--- src/rtl/player_move.sv ---
// Paddle mover: synchronizes and debounces two buttons, then steps the paddle x
// coordinate left/right on a free-running movement tick, clamped to [X_MIN, X_MAX].
module player_move #(
    parameter int unsigned DEBOUNCE_CYCLES = 16,
    parameter int unsigned MOVE_DIV        = 4,
    parameter int unsigned STEP            = 4,
    parameter int unsigned X_MIN           = 0,
    parameter int unsigned X_MAX           = 540,
    parameter int unsigned X_INIT          = 270
) (
    input  logic        clk,
    input  logic        rst,
    input  logic        ena,
    input  logic        btn_left,
    input  logic        btn_right,
    output logic [11:0] p_x,
    output logic        moving,
    output logic        dir
);

    localparam int unsigned DB_W = (DEBOUNCE_CYCLES > 1) ? $clog2(DEBOUNCE_CYCLES) : 1;
    localparam int unsigned TK_W = (MOVE_DIV > 1) ? $clog2(MOVE_DIV) : 1;

    localparam logic [DB_W-1:0] DB_LAST  = DB_W'(DEBOUNCE_CYCLES - 1);
    localparam logic [TK_W-1:0] TK_LAST  = TK_W'(MOVE_DIV - 1);
    localparam logic [12:0]     STEP_W   = 13'(STEP);
    localparam logic [12:0]     LEFT_LIM = 13'(X_MIN + STEP);
    localparam logic [12:0]     XMAX_W   = 13'(X_MAX);
    localparam logic [11:0]     STEP_P   = 12'(STEP);
    localparam logic [11:0]     XMIN_P   = 12'(X_MIN);
    localparam logic [11:0]     XMAX_P   = 12'(X_MAX);
    localparam logic [11:0]     XINIT_P  = 12'(X_INIT);

    typedef enum logic [1:0] {
        IDLE  = 2'd0,
        LEFT  = 2'd1,
        RIGHT = 2'd2
    } state_t;

    // Bit 0 is the left button, bit 1 the right button throughout.
    logic [1:0]      r_meta;
    logic [1:0]      r_sync;
    logic [1:0]      r_deb;
    logic [DB_W-1:0] r_db_cnt [2];
    logic [TK_W-1:0] r_tick_cnt;
    state_t          r_state;
    logic [11:0]     r_p_x;
    logic            r_dir;
    logic            w_tick;
    logic [12:0]     w_px_ext;

    assign w_tick   = (r_tick_cnt == TK_LAST);
    assign w_px_ext = {1'b0, r_p_x};
    assign p_x      = r_p_x;
    assign dir      = r_dir;
    assign moving   = (r_state != IDLE);

    // Two-flop synchronizer for the raw buttons.
    always_ff @(posedge clk) begin
        if (rst) begin
            r_meta <= 2'b00;
            r_sync <= 2'b00;
        end else begin
            r_meta <= {btn_right, btn_left};
            r_sync <= r_meta;
        end
    end

    // Per-button debouncer: accept a new level after DEBOUNCE_CYCLES disagreeing samples.
    always_ff @(posedge clk) begin
        if (rst) begin
            r_deb <= 2'b00;
            for (int i = 0; i < 2; i++) begin
                r_db_cnt[i] <= '0;
            end
        end else begin
            for (int i = 0; i < 2; i++) begin
                if (r_sync[i] == r_deb[i]) begin
                    r_db_cnt[i] <= '0;
                end else if (r_db_cnt[i] == DB_LAST) begin
                    r_deb[i]    <= r_sync[i];
                    r_db_cnt[i] <= '0;
                end else begin
                    r_db_cnt[i] <= r_db_cnt[i] + DB_W'(1);
                end
            end
        end
    end

    // Free-running movement tick, independent of ena.
    always_ff @(posedge clk) begin
        if (rst) begin
            r_tick_cnt <= '0;
        end else begin
            r_tick_cnt <= w_tick ? '0 : r_tick_cnt + TK_W'(1);
        end
    end

    // Direction FSM and position update; movement uses the pre-edge state.
    always_ff @(posedge clk) begin
        if (rst) begin
            r_state <= IDLE;
            r_dir   <= 1'b0;
            r_p_x   <= XINIT_P;
        end else begin
            if (!ena || (r_deb[0] == r_deb[1])) begin
                r_state <= IDLE;
            end else if (r_deb[0]) begin
                r_state <= LEFT;
                r_dir   <= 1'b0;
            end else begin
                r_state <= RIGHT;
                r_dir   <= 1'b1;
            end

            if (ena && w_tick) begin
                case (r_state)
                    LEFT:    r_p_x <= (w_px_ext < LEFT_LIM) ? XMIN_P : r_p_x - STEP_P;
                    RIGHT:   r_p_x <= ((w_px_ext + STEP_W) > XMAX_W) ? XMAX_P : r_p_x + STEP_P;
                    default: r_p_x <= r_p_x;
                endcase
            end
        end
    end

endmodule

--- config.mk ---
export PLATFORM = sky130hd
export DESIGN_NAME = player_move
export DESIGN_NICKNAME = d
export VERILOG_FILES = /design/src/rtl/player_move.sv
export SDC_FILE = /design/constraint.sdc
export NUM_CORES = 1
export LEC_CHECK = 0
export ABC_CLOCK_PERIOD_IN_PS = 2100
export BUFFER_PORTS_ARGS = -buffer_cell sky130_fd_sc_hd__buf_2
export CORE_MARGIN = 2
export CORE_UTILIZATION = 35
export DETAILED_ROUTE_END_ITERATION = 6
export GPL_TIMING_DRIVEN = 0
export SLEW_MARGIN = 40
export SYNTH_ARGS = -nofsm -noshare
export SYNTH_HDL_FRONTEND = slang
export SYNTH_SLANG_ARGS = --single-unit
--- constraint.sdc ---
create_clock -name clk -period 2.1 [get_ports clk]
set_input_delay 0.105 -clock clk [delete_from_list [all_inputs] [get_ports clk]]
set_output_delay 0.105 -clock clk [all_outputs]
set_load 0.005 [all_outputs]
; After elaboration in Yosys (flattened, before gate mapping)
; Memory sizes are Yosys's and may differ from the RTL's.
; Index checks and enable logic that the tools add are counted.
[totals]
mem_count = 1
inputBits = 5
output_inout_bits = 14
mem_bits_rw = 8
register_bits = 23
latchBits = 0
word_cells = 78
mem_bits_ro = 0
[memory_table]
columns = name, words, width, rd, rd_ports_with_merged_regs, wr, line_no
row1 = r_db_cnt, 2, 4, 2, 0, 2, 44  ; logic [DB_W-1:0] r_db_cnt [2];
[classes]
div_mod_pow = 0
bitwise = 8
multipliers = 0
add_sub_neg = 6
n_lt_le_gt_ge = 2
mux = 35
n_reduce_logical = 10
shifts = 0
eq_ne = 8
[ops]
columns = operator, count
row1 = $mux W1, 25
row2 = $mux W12, 2
row3 = $mux W4, 6
row4 = $pmux W12 S2, 1
row5 = $add A12 B3 Y13 const B, 1
row6 = $gt A13 B10 Y1 const B, 1
row7 = $add A12 B3 Y12 const B, 1
row8 = $lt A12 B3 Y1 const B, 1
row9 = $sub A12 B3 Y12 const B, 1
row10 = $add A4 B1 Y4 const B, 2
row11 = $eq A4 B4 Y1 const B, 2
row12 = $or A1 B1 Y1, 6
row13 = $reduce_and A2 Y1, 3
row14 = $eq A2 B2 Y1 const B, 2
row15 = $reduce_bool A2 Y1, 2
row16 = $reduce_or A2 Y1, 2
row17 = $eq A1 B1 Y1, 3
row18 = $add A2 B1 Y2 const B, 1
row19 = $eq A2 B1 Y1 const B, 1
row20 = $mux W2, 1
row21 = $not A1 Y1, 2
row22 = $logic_and A1 B1 Y1, 1
row23 = $logic_not A1 Y1, 1
row24 = $logic_or A1 B1 Y1, 1

; Logic depth before layout (Yosys ltp)
; Gate-level depths: netlist of the first run.
; An unclocked memory read counts as a cell.
[depth]
ltp_word = 8
depth_mapped = 8
ltp_nobuf = 8

; Worst setup path before layout of the first run
; OpenSTA, ideal clock, no wires.
[synth_path]
path_type = reg-to-reg
startpoint = register r_p_x[2] (netlist: p_x[2])
endpoint = register r_p_x[5] (netlist: p_x[5])
setup_time_ns = 0.131
path_stages_with_launch = 8
path_buffers = 0
period_less_slack_ns = 1.951
slack_ns = 0.149
required_ns = 1.969
t_arrival_ns = 1.820
cell_sequence = dfxtp_1 inv_1 ha_1 nand4_1 a32oi_1 a311oi_4 a221oi_2 nor3_2
[synth_between]
elab_chain_cells = 4
elab_cells_between_ends = 8
cone_classes = add/sub: 3 / order compare: 2 / mux: 3
[synth_lines]
columns = item, line_no
row1 = start: declaration, 47  ; logic [11:0] r_p_x;
row2 = start signal: assignment, 118  ; LEFT: r_p_x <= (w_px_ext < LEFT_LIM) ? XMIN_P : r_p_x - STEP_P;
row3 = start signal: assignment, 119  ; RIGHT: r_p_x <= ((w_px_ext + STEP_W) > XMAX_W) ? XMAX_P : r_p_x + STEP_P;
row4 = start signal: assignment, 120  ; default: r_p_x <= r_p_x;
row5 = $add A12 B3 Y13, 119
row6 = $gt A13 B10 Y1, 119
row7 = $mux W12, 119
row8 = $pmux W12 S2 (*), 117  ; case (r_state)
; Mark *: on every way between the ends. The rest lies on a longest branch, timed or not.
; A chain may end at the register's enable or synchronous reset.

; Final worst setup path of the first run
[layout_path]
startpoint = register r_p_x[2] (netlist: p_x[2])
endpoint = register r_p_x[1] (netlist: p_x[1])
; The elaborated chain is that of the path after synthesis.

==> results of run 1 <==
==> power breakdown <==
group | total (W) | switching [W] | leakage, nW | internal, W
Sequential | 0.000614 | 0.00000827 | 0.261 | 0.000606
Clock | 0.000508 | 0.000244 | 0.0472 | 0.000263
Combinational | 0.0000449 | 0.0000252 | 0.550 | 0.0000197
Total | 0.00117 | 0.000278 | 0.858 | 0.000889
==> area by class of cell <==
cell class / instances / area share, %
Clock inverter: 2 / 0.569
Sequential cell: 30 / 31.4
Inverter: 8 / 1.37
Buffer: 13 / 3.81
Multi-Input combinational cell: 152 / 50.1
Tap cell: 70 / 3.98
Timing Repair Buffer: 20 / 5.01
Clock buffer: 6 / 3.76
==> worst register-to-register path, cell delays in order (launching register included) <==
cell                       delay, ns
sky130_fd_sc_hd__dfxtp_4        0.41
sky130_fd_sc_hd__inv_2          0.09
sky130_fd_sc_hd__ha_1           0.20
sky130_fd_sc_hd__nand2b_1       0.09
sky130_fd_sc_hd__nand4_1        0.13
sky130_fd_sc_hd__a32oi_2        0.30
sky130_fd_sc_hd__a311oi_4       0.19
sky130_fd_sc_hd__buf_4          0.18
sky130_fd_sc_hd__nor4_1         0.24
sky130_fd_sc_hd__nor2_1         0.07
==> kinds of logic (layout without fill, tap and decap cells) <==
| group | Yosys count | after routing | synth area share [%] |
|---|---|---|---|
| xor gates and xnor gates | 9 | 9 | 4.38 |
| AOI/OAI and AO/OA | 45 | 45 | 19.6 |
| buffers and inverters | 21 | 49 | 5.77 |
| other | 2 | 9 | 0.417 |
| DFF | 30 | 30 | 37.8 |
| and+or+nand+nor | 77 | 77 | 24.1 |
| muxes | 4 | 4 | 2.36 |
| adders and majority gates | 8 | 8 | 5.56 |
==> what timing repair did <==
| item | 4_1_cts | 5_1_grt |
|---|---|---|
| cloned | 0 | 0 |
| setup endpoints to repair | 8 | 9 |
| pin swaps | 2 | 4 |
| buffers inserted | 2 | 2 |
| resized for setup | 5 | 15 |
==> through the flow <==
stage / setup TNS, ns / utilization [%] / total power, W / area [um2] / hold WS [ns]
global placement: -0.532 / 39.6 / 0.000674 / 1990 / 0.315
CTS: 0 / 42.0 / 0.00118 / 2120 / 0.0183
floorplan: 0 / - / 0.000662 / 1830 / 0.233
detailed placement: -0.851 / 39.6 / 0.000675 / 1990 / 0.322
global route: -0.0437 / 43.6 / 0.00121 / 2200 / 0.0250
finish: 0 / 43.6 / 0.00117 / 2200 / 0.0243
==> state kept, by name, summed over array words and instances (netlist names) <==
name / cells
p_x: 11
r_db_cnt: 8
r_deb: 2
r_meta: 2
r_state: 2
r_sync: 2
r_tick_cnt: 2
dir: 1
==> routing by layer <==
| metal | part of all wire (%) | GRT usage, % |
|---|---|---|
| met4 | 1.7 | 5.85 |
| met5 | 0 | 0 |
| met1 | 49 | 20.0 |
| met3 | 4.1 | 3.70 |
| met2 | 45 | 23.3 |
==> cells in the final DEF (no fill, tap or decap), types with 2 or more instances in the layout <==
| master | Yosys | layout |
|---|---|---|
| sky130_fd_sc_hd__nor2_1 | 21 | 20 |
| sky130_fd_sc_hd__dfxtp_1 | 22 | 18 |
| sky130_fd_sc_hd__buf_2 | 2 | 17 |
| sky130_fd_sc_hd__a21oi_1 | 10 | 10 |
| sky130_fd_sc_hd__o21ai_0 | 9 | 9 |
| sky130_fd_sc_hd__conb_1 | 2 | 9 |
| sky130_fd_sc_hd__edfxtp_1 | 8 | 8 |
| sky130_fd_sc_hd__inv_1 | 8 | 7 |
| sky130_fd_sc_hd__nand2_1 | 7 | 7 |
| sky130_fd_sc_hd__clkbuf_1 | 7 | 7 |
| sky130_fd_sc_hd__nand3_1 | 8 | 7 |
| sky130_fd_sc_hd__nor2b_1 | 7 | 7 |
| sky130_fd_sc_hd__ha_1 | 8 | 6 |
| sky130_fd_sc_hd__clkbuf_8 | 0 | 6 |
| sky130_fd_sc_hd__nand2b_1 | 5 | 5 |
| sky130_fd_sc_hd__nor3_1 | 6 | 5 |
| sky130_fd_sc_hd__xnor2_1 | 5 | 5 |
| sky130_fd_sc_hd__buf_4 | 2 | 5 |
| sky130_fd_sc_hd__buf_6 | 2 | 4 |
| sky130_fd_sc_hd__and3_1 | 4 | 4 |
| sky130_fd_sc_hd__xor2_1 | 4 | 4 |
| sky130_fd_sc_hd__nor3_2 | 2 | 3 |
| sky130_fd_sc_hd__a31oi_1 | 3 | 3 |
| sky130_fd_sc_hd__nand3_2 | 1 | 2 |
| sky130_fd_sc_hd__mux2_2 | 2 | 2 |
| sky130_fd_sc_hd__nand4_1 | 2 | 2 |
| sky130_fd_sc_hd__nor4_1 | 2 | 2 |
| sky130_fd_sc_hd__nand3b_1 | 2 | 2 |
| sky130_fd_sc_hd__o31a_1 | 2 | 2 |
| sky130_fd_sc_hd__a211oi_2 | 2 | 2 |
| sky130_fd_sc_hd__a21o_1 | 2 | 2 |
| sky130_fd_sc_hd__a211oi_1 | 2 | 2 |
| sky130_fd_sc_hd__mux2i_1 | 2 | 2 |
| sky130_fd_sc_hd__nor4bb_1 | 2 | 2 |
| sky130_fd_sc_hd__ha_4 | 0 | 2 |
| sky130_fd_sc_hd__dfxtp_4 | 0 | 2 |
| sky130_fd_sc_hd__dfxtp_2 | 0 | 2 |
==> worst min path at each step <==
| stage | startpoint | end | slack [ns] | cells after the start |
|---|---|---|---|---|
| 2_1_floorplan | btn_left | r_meta[0] | 0.23 | 1 |
| 6_report | btn_left | r_meta[0] | 0.02 | 2 |
| 4_1_cts | btn_left | r_meta[0] | 0.02 | 2 |
| 3_5_place_dp | btn_left | r_meta[0] | 0.32 | 2 |
| 5_1_grt | btn_right | r_meta[1] | 0.03 | 2 |
| 3_3_place_gp | btn_left | r_meta[0] | 0.32 | 2 |
==> impl_metrics.xml, run 1 <==
<?xml version="1.0" encoding="UTF-8"?>
<metrics>
  <group name="timing">
    <metric name="setup_viol" unit="">0</metric>
    <metric name="final_period_minus_worst_setup_slack" unit="ns">2.03</metric>
    <metric name="final_critical_path_setup_slack" unit="ns">0.0711</metric>
    <metric name="clock-skew-final" unit="ns">0.00729</metric>
    <metric name="final_max_slew_viol_count" unit="">0</metric>
    <metric name="worstMarginPinSlew" unit="ns">0.585</metric>
    <metric name="slew_headroom" unit="%">61.0</metric>
    <metric name="final.period_utilization" unit="%">96.6</metric>
    <metric name="finalHoldViolCount" unit="">0</metric>
    <metric name="maxClockFrequency" unit="MHz">493</metric>
  </group>
  <group name="setup_path">
    <metric name="critPathArrivalTime" unit="ns">2.21</metric>
    <metric name="setup.worst_path.start" unit="">p_x[2]</metric>
    <metric name="timing.critical_path.slowest_cell_delay" unit="ns">0.41</metric>
    <metric name="crit-reg2reg-launch" unit="">p_x[2]</metric>
    <metric name="crit_buf_inv" unit="">2</metric>
    <metric name="setup_crit_end_kind" unit="">register</metric>
    <metric name="timing.critical_path.required" unit="ns">2.28</metric>
    <metric name="worst_r2r_endpoint" unit="">p_x[1]</metric>
    <metric name="path_cells" unit="">inv_2, ha_1, nand2b_1, nand4_1, a32oi_2, a311oi_4, buf_4, nor4_1, nor2_1</metric>
    <metric name="slowest_stage" unit="">sky130_fd_sc_hd__dfxtp_4</metric>
    <metric name="worst-r2r-setup-slack" unit="ns">0.07</metric>
    <metric name="worstSetupPathType" unit="">register to register</metric>
    <metric name="kind_of_cell_adding_the_most_delay_to_the_critical_path" unit="">simple AND/OR/NAND/NOR gates</metric>
    <metric name="critPathCapture" unit="">p_x[1]</metric>
    <metric name="worst_r2r_path_depth" unit="">9</metric>
    <metric name="critical_path_depth" unit="">9</metric>
    <metric name="start_kind" unit="">register</metric>
    <metric name="critical_path.max_fanout" unit="">7</metric>
  </group>
  <group name="power">
    <metric name="total_leakage_power" unit="nW">0.858</metric>
    <metric name="peakVddDrop" unit="mV">0.351</metric>
    <metric name="powerDensity" unit="nW/um2">531</metric>
  </group>
  <group name="yosys">
    <metric name="postSynth.asyncResetShare" unit="%">0</metric>
    <metric name="syn_area_cell" unit="um2">9.19</metric>
    <metric name="synth.yosys.warnings" unit="">0</metric>
    <metric name="synth.top_cells.by_count" unit="">sky130_fd_sc_hd__dfxtp_1, sky130_fd_sc_hd__nor2_1, sky130_fd_sc_hd__a21oi_1</metric>
    <metric name="synth-seq-area-share" unit="%">37.8</metric>
    <metric name="yosysMostFrequentCell" unit="">sky130_fd_sc_hd__dfxtp_1</metric>
    <metric name="edff_count_synth" unit="">8</metric>
    <metric name="synth_ff_type" unit="">sky130_fd_sc_hd__dfxtp_1</metric>
    <metric name="synth.cell_area" unit="um2">1800</metric>
    <metric name="share_of_the_synthesized_area_in_the_top_cell_type" unit="%">24.5</metric>
    <metric name="synth-seq-cells" unit="">30</metric>
    <metric name="post_synth_cell_types" unit="">55</metric>
    <metric name="netlist_top_cells_area" unit="">sky130_fd_sc_hd__dfxtp_1, sky130_fd_sc_hd__edfxtp_1, sky130_fd_sc_hd__ha_1</metric>
    <metric name="synthCells" unit="">196</metric>
    <metric name="cell_type_with_the_highest_aggregate_area_in_the_netlist" unit="">sky130_fd_sc_hd__dfxtp_1</metric>
  </group>
  <group name="die">
    <metric name="design.die.area" unit="um2">5730</metric>
    <metric name="core" unit="um2">5040</metric>
    <metric name="die_width" unit="um">75.7</metric>
    <metric name="dieHeight" unit="um">75.7</metric>
    <metric name="num_rows" unit="">26</metric>
    <metric name="number_of_placed_i_o_pins" unit="">19</metric>
    <metric name="start_util" unit="%">35.7</metric>
  </group>
  <group name="place">
    <metric name="dpl.hpwl" unit="um">2680</metric>
    <metric name="place_worst_setup_slack" unit="ns">-0.179</metric>
    <metric name="numPortBuffers" unit="">16</metric>
    <metric name="placed_cells_incl_taps" unit="">289</metric>
    <metric name="globalplace.congestion" unit="">0.878</metric>
  </group>
  <group name="layout">
    <metric name="insertedDiodeCount" unit="">0</metric>
    <metric name="fill_cells" unit="">506</metric>
    <metric name="syn_to_final_growth" unit="%">22.1</metric>
    <metric name="sequential_cell_area" unit="um2">691</metric>
    <metric name="fin_cells" unit="">301</metric>
    <metric name="multi_input_area" unit="um2">1100</metric>
    <metric name="finish.net_count" unit="">243</metric>
    <metric name="layout-drive-gt1-share" unit="%">26.0</metric>
  </group>
  <group name="min_path">
    <metric name="worst_hold_path_type" unit="">input port to register</metric>
  </group>
  <group name="clock_tree">
    <metric name="insertion_delay" unit="ns">0.29</metric>
    <metric name="clock-root-buffer" unit="">sky130_fd_sc_hd__clkbuf_8</metric>
    <metric name="clock_tree.buffer_depth" unit="">2</metric>
    <metric name="numCtsBuffers" unit="">5</metric>
    <metric name="h-tree-depth" unit="">2</metric>
    <metric name="cts.reportedPaths.clkPinSlew" unit="ns">0.07</metric>
    <metric name="post_cts_hold_buffer_count" unit="">0</metric>
    <metric name="clkSinkCount" unit="">30</metric>
    <metric name="tritoncts" unit="">done</metric>
  </group>
  <group name="detailed_routing">
    <metric name="routed_wl" unit="um">4080</metric>
    <metric name="remaining_drcs" unit="">0</metric>
    <metric name="first_pass_detailed_route_iteration_total" unit="">4</metric>
    <metric name="avgViaCountPerCell" unit="">5.01</metric>
    <metric name="final_antenna_net_count" unit="">0</metric>
    <metric name="vias" unit="">1507</metric>
    <metric name="drt_iter0_drc" unit="">135</metric>
    <metric name="drt-wirelength-per-cell" unit="um">13.5</metric>
  </group>
  <group name="job">
    <metric name="max_cap_violations" unit="">0</metric>
  </group>
  <group name="grt">
    <metric name="grt_usage" unit="%">15.0</metric>
    <metric name="grt_pass1_wl" unit="um">6420</metric>
    <metric name="gr-total-overflow" unit="">0</metric>
    <metric name="first_global_vias" unit="">1340</metric>
    <metric name="pin_count_of_the_biggest_net_entering_global_routing" unit="">11</metric>
    <metric name="grt_antenna_before_repair" unit="">0</metric>
  </group>
  <group name="status">
    <metric name="run_status" unit="">finished clean</metric>
  </group>
</metrics>
Note: power is estimated with default switching activity, not from simulation.
==> run 2: changes to the inputs <==
--- a/config.mk
+++ b/config.mk
@@ -5,7 +5,7 @@
 export SDC_FILE = /design/constraint.sdc
 export NUM_CORES = 1
 export LEC_CHECK = 0
-export ABC_CLOCK_PERIOD_IN_PS = 2100
+export ABC_CLOCK_PERIOD_IN_PS = 2300
 export BUFFER_PORTS_ARGS = -buffer_cell sky130_fd_sc_hd__buf_2
 export CORE_MARGIN = 2
 export CORE_UTILIZATION = 35
==> constraint.sdc (replaced) <==
create_clock -name clk -period 2.3 [get_ports clk]
set_input_delay 0.115 -clock clk [delete_from_list [all_inputs] [get_ports clk]]
set_output_delay 0.115 -clock clk [all_outputs]
set_load 0.005 [all_outputs]
==> run 2 against run 1 <==
  * Sequential share of layout area up 1.0 points
  * Flip-flop and latch count unchanged
  * Maximum frequency down 6.2%
  * Setup slack better by 0.065 ns
  * Global-route usage down 0.49 points
  * Critical path type unchanged
  * Largest power group unchanged
==> impl_metrics.xml, run 2 (synthesis gave the netlist of run 1 again) <==
<?xml version="1.0" encoding="UTF-8"?>
<metrics>
  <group name="detailed_routing">
    <metric name="routed_wl" unit="um">3910</metric>
    <metric name="first_pass_detailed_route_iteration_total" unit="">4</metric>
    <metric name="avgViaCountPerCell" unit="">4.94</metric>
    <metric name="vias" unit="">1466</metric>
    <metric name="drt_iter0_drc" unit="">112</metric>
    <metric name="drt-wirelength-per-cell" unit="um">13.2</metric>
    <metric name="final_antenna_net_count" unit="">0</metric>
    <metric name="remaining_drcs" unit="">0</metric>
  </group>
  <group name="timing">
    <metric name="grt_setup_unrepaired" unit="">false</metric>
    <metric name="final.hold.worst_slack" unit="ns">0.0369</metric>
    <metric name="fin_tns_setup" unit="ns">0</metric>
    <metric name="final_max_slew_viol_count" unit="">0</metric>
    <metric name="final_period_minus_worst_setup_slack" unit="ns">2.16</metric>
    <metric name="finalHoldViolCount" unit="">0</metric>
    <metric name="final.period_utilization" unit="%">94.1</metric>
    <metric name="worstMarginPinSlew" unit="ns">0.614</metric>
    <metric name="slew_headroom" unit="%">58.7</metric>
    <metric name="maxClockFrequency" unit="MHz">462</metric>
    <metric name="clock-skew-final" unit="ns">0.00515</metric>
    <metric name="setup_viol" unit="">0</metric>
    <metric name="final_critical_path_setup_slack" unit="ns">0.136</metric>
  </group>
  <group name="layout">
    <metric name="largest_register_ff_count" unit="">11</metric>
    <metric name="fill_cells" unit="">517</metric>
    <metric name="layout.cells.most_common_list" unit="">sky130_fd_sc_hd__nor2_1, sky130_fd_sc_hd__dfxtp_1, sky130_fd_sc_hd__buf_2</metric>
    <metric name="insertedDiodeCount" unit="">0</metric>
    <metric name="layout-drive-gt1-share" unit="%">21.1</metric>
    <metric name="syn_to_final_growth" unit="%">16.7</metric>
    <metric name="finish.net_count" unit="">239</metric>
  </group>
  <group name="place">
    <metric name="numPortBuffers" unit="">16</metric>
    <metric name="dpl.hpwl" unit="um">2680</metric>
    <metric name="globalplace.congestion" unit="">0.878</metric>
    <metric name="place_worst_setup_slack" unit="ns">0.0209</metric>
  </group>
  <group name="job">
    <metric name="max_cap_violations" unit="">0</metric>
  </group>
  <group name="die">
    <metric name="die_width" unit="um">75.7</metric>
    <metric name="number_of_placed_i_o_pins" unit="">19</metric>
    <metric name="start_util" unit="%">35.7</metric>
    <metric name="core" unit="um2">5040</metric>
    <metric name="design.die.area" unit="um2">5730</metric>
    <metric name="dieHeight" unit="um">75.7</metric>
    <metric name="num_rows" unit="">26</metric>
  </group>
  <group name="setup_path">
    <metric name="setup_crit_end_kind" unit="">register</metric>
    <metric name="critPathArrivalTime" unit="ns">2.38</metric>
    <metric name="start_kind" unit="">register</metric>
    <metric name="critical_path.max_fanout" unit="">7</metric>
    <metric name="timing.critical_path.required" unit="ns">2.51</metric>
    <metric name="worstSetupPathType" unit="">register to register</metric>
    <metric name="worst_r2r_path_depth" unit="">6</metric>
  </group>
  <group name="power">
    <metric name="peakVddDrop" unit="mV">0.321</metric>
    <metric name="p_switching" unit="W">0.000251</metric>
    <metric name="internal_power" unit="W">0.000814</metric>
    <metric name="power.sequential.fraction" unit="%">52.9</metric>
    <metric name="clkPwrFrac" unit="%">43.3</metric>
    <metric name="combinationalPowerShare" unit="%">3.8</metric>
    <metric name="power.switching_fraction" unit="%">23.6</metric>
    <metric name="powerDensity" unit="nW/um2">507</metric>
    <metric name="total_leakage_power" unit="nW">0.872</metric>
  </group>
  <group name="grt">
    <metric name="first_global_vias" unit="">1303</metric>
    <metric name="gr-total-overflow" unit="">0</metric>
    <metric name="grt_pass1_wl" unit="um">6220</metric>
    <metric name="grt_antenna_before_repair" unit="">0</metric>
    <metric name="pin_count_of_the_biggest_net_entering_global_routing" unit="">11</metric>
    <metric name="grt_usage" unit="%">14.5</metric>
  </group>
  <group name="clock_tree">
    <metric name="numCtsBuffers" unit="">5</metric>
    <metric name="tritoncts" unit="">done</metric>
    <metric name="cts.reportedPaths.clkPinSlew" unit="ns">0.07</metric>
    <metric name="clkSinkCount" unit="">30</metric>
    <metric name="clock_tree.buffer_depth" unit="">2</metric>
    <metric name="h-tree-depth" unit="">2</metric>
    <metric name="clock-root-buffer" unit="">sky130_fd_sc_hd__clkbuf_8</metric>
    <metric name="cts_post_setup_buffers_inserted" unit="">0</metric>
    <metric name="insertion_delay" unit="ns">0.29</metric>
  </group>
  <group name="min_path">
    <metric name="worst_hold_path_type" unit="">input port to register</metric>
    <metric name="hold-path-cell-count" unit="">2</metric>
  </group>
  <group name="status">
    <metric name="run_status" unit="">finished clean</metric>
  </group>
</metrics>
-- run 2: power by group through the flow --
stage	registers [W]	clock network [W]	logic [W]
after detailed placement	0.000576	0	0.0000408
after CTS	0.000564	0.000473	0.0000411
after global routing	0.000565	0.000490	0.0000474
final	0.000563	0.000461	0.0000408
after global placement	0.000575	0	0.0000404
after floorplan	0.000573	0	0.0000310
-- run 2: routing by layer --
| metal | GRT usage [%] | vias up | wire length, um |
|---|---|---|---|
| li1 | - | 759 | - |
| met4 | 5.85 | 0 | 70 |
| met1 | 19.6 | 671 | 1940 |
| met3 | 3.70 | 6 | 208 |
| met2 | 22.1 | 30 | 1690 |
| met5 | 0 | - | 0 |
-- run 2: worst paths after layout --
check,startpoint,endpoint,slack [ns]
worst max-delay path,p_x[2],p_x[5],0.14
worst min-delay path,btn_left,r_meta[0],0.04
worst max register to register,p_x[2],p_x[5],0.14
worst min register to register,r_meta[0],r_sync[0],0.44
-- run 2: timing repair --
| item | 4_1_cts | 5_1_grt |
|---|---|---|
| gates resized for setup | 0 | 3 |
| hold buffers | 0 | 0 |
| setup endpoints to repair | 0 | 6 |
-- run 2: critical path: stages (launching register included) --
cell                       delay, ns
sky130_fd_sc_hd__dfxtp_1        0.48
sky130_fd_sc_hd__ha_2           0.30
sky130_fd_sc_hd__nand3_2        0.16
sky130_fd_sc_hd__o31a_1         0.39
sky130_fd_sc_hd__a311oi_4       0.44
sky130_fd_sc_hd__a221oi_2       0.14
sky130_fd_sc_hd__nor3_2         0.18
-- run 2: cell type report --
type,count,area (um2),share of cell area [%]
buffer,13,73.8,3.51
clock buffer,6,82.6,3.93
clock inverter,2,12.5,0.596
inverter,8,30.0,1.43
multi-input combinational,152,1050,50.1
sequential,30,682,32.5
tap,70,87.6,4.17
timing repair buffer,16,80.1,3.81
-- run 2: through the flow --
stage / util [%] / cells / total power [W] / cell area (um2)
after floorplan: - / 203 / 0.000604 / 1830
after global placement: 39.6 / 289 / 0.000615 / 1990
after detailed placement: 39.6 / 289 / 0.000616 / 1990
after CTS: 41.4 / 297 / 0.00108 / 2090
after global routing: 41.7 / 297 / 0.00110 / 2100
final: 41.7 / 297 / 0.00107 / 2100
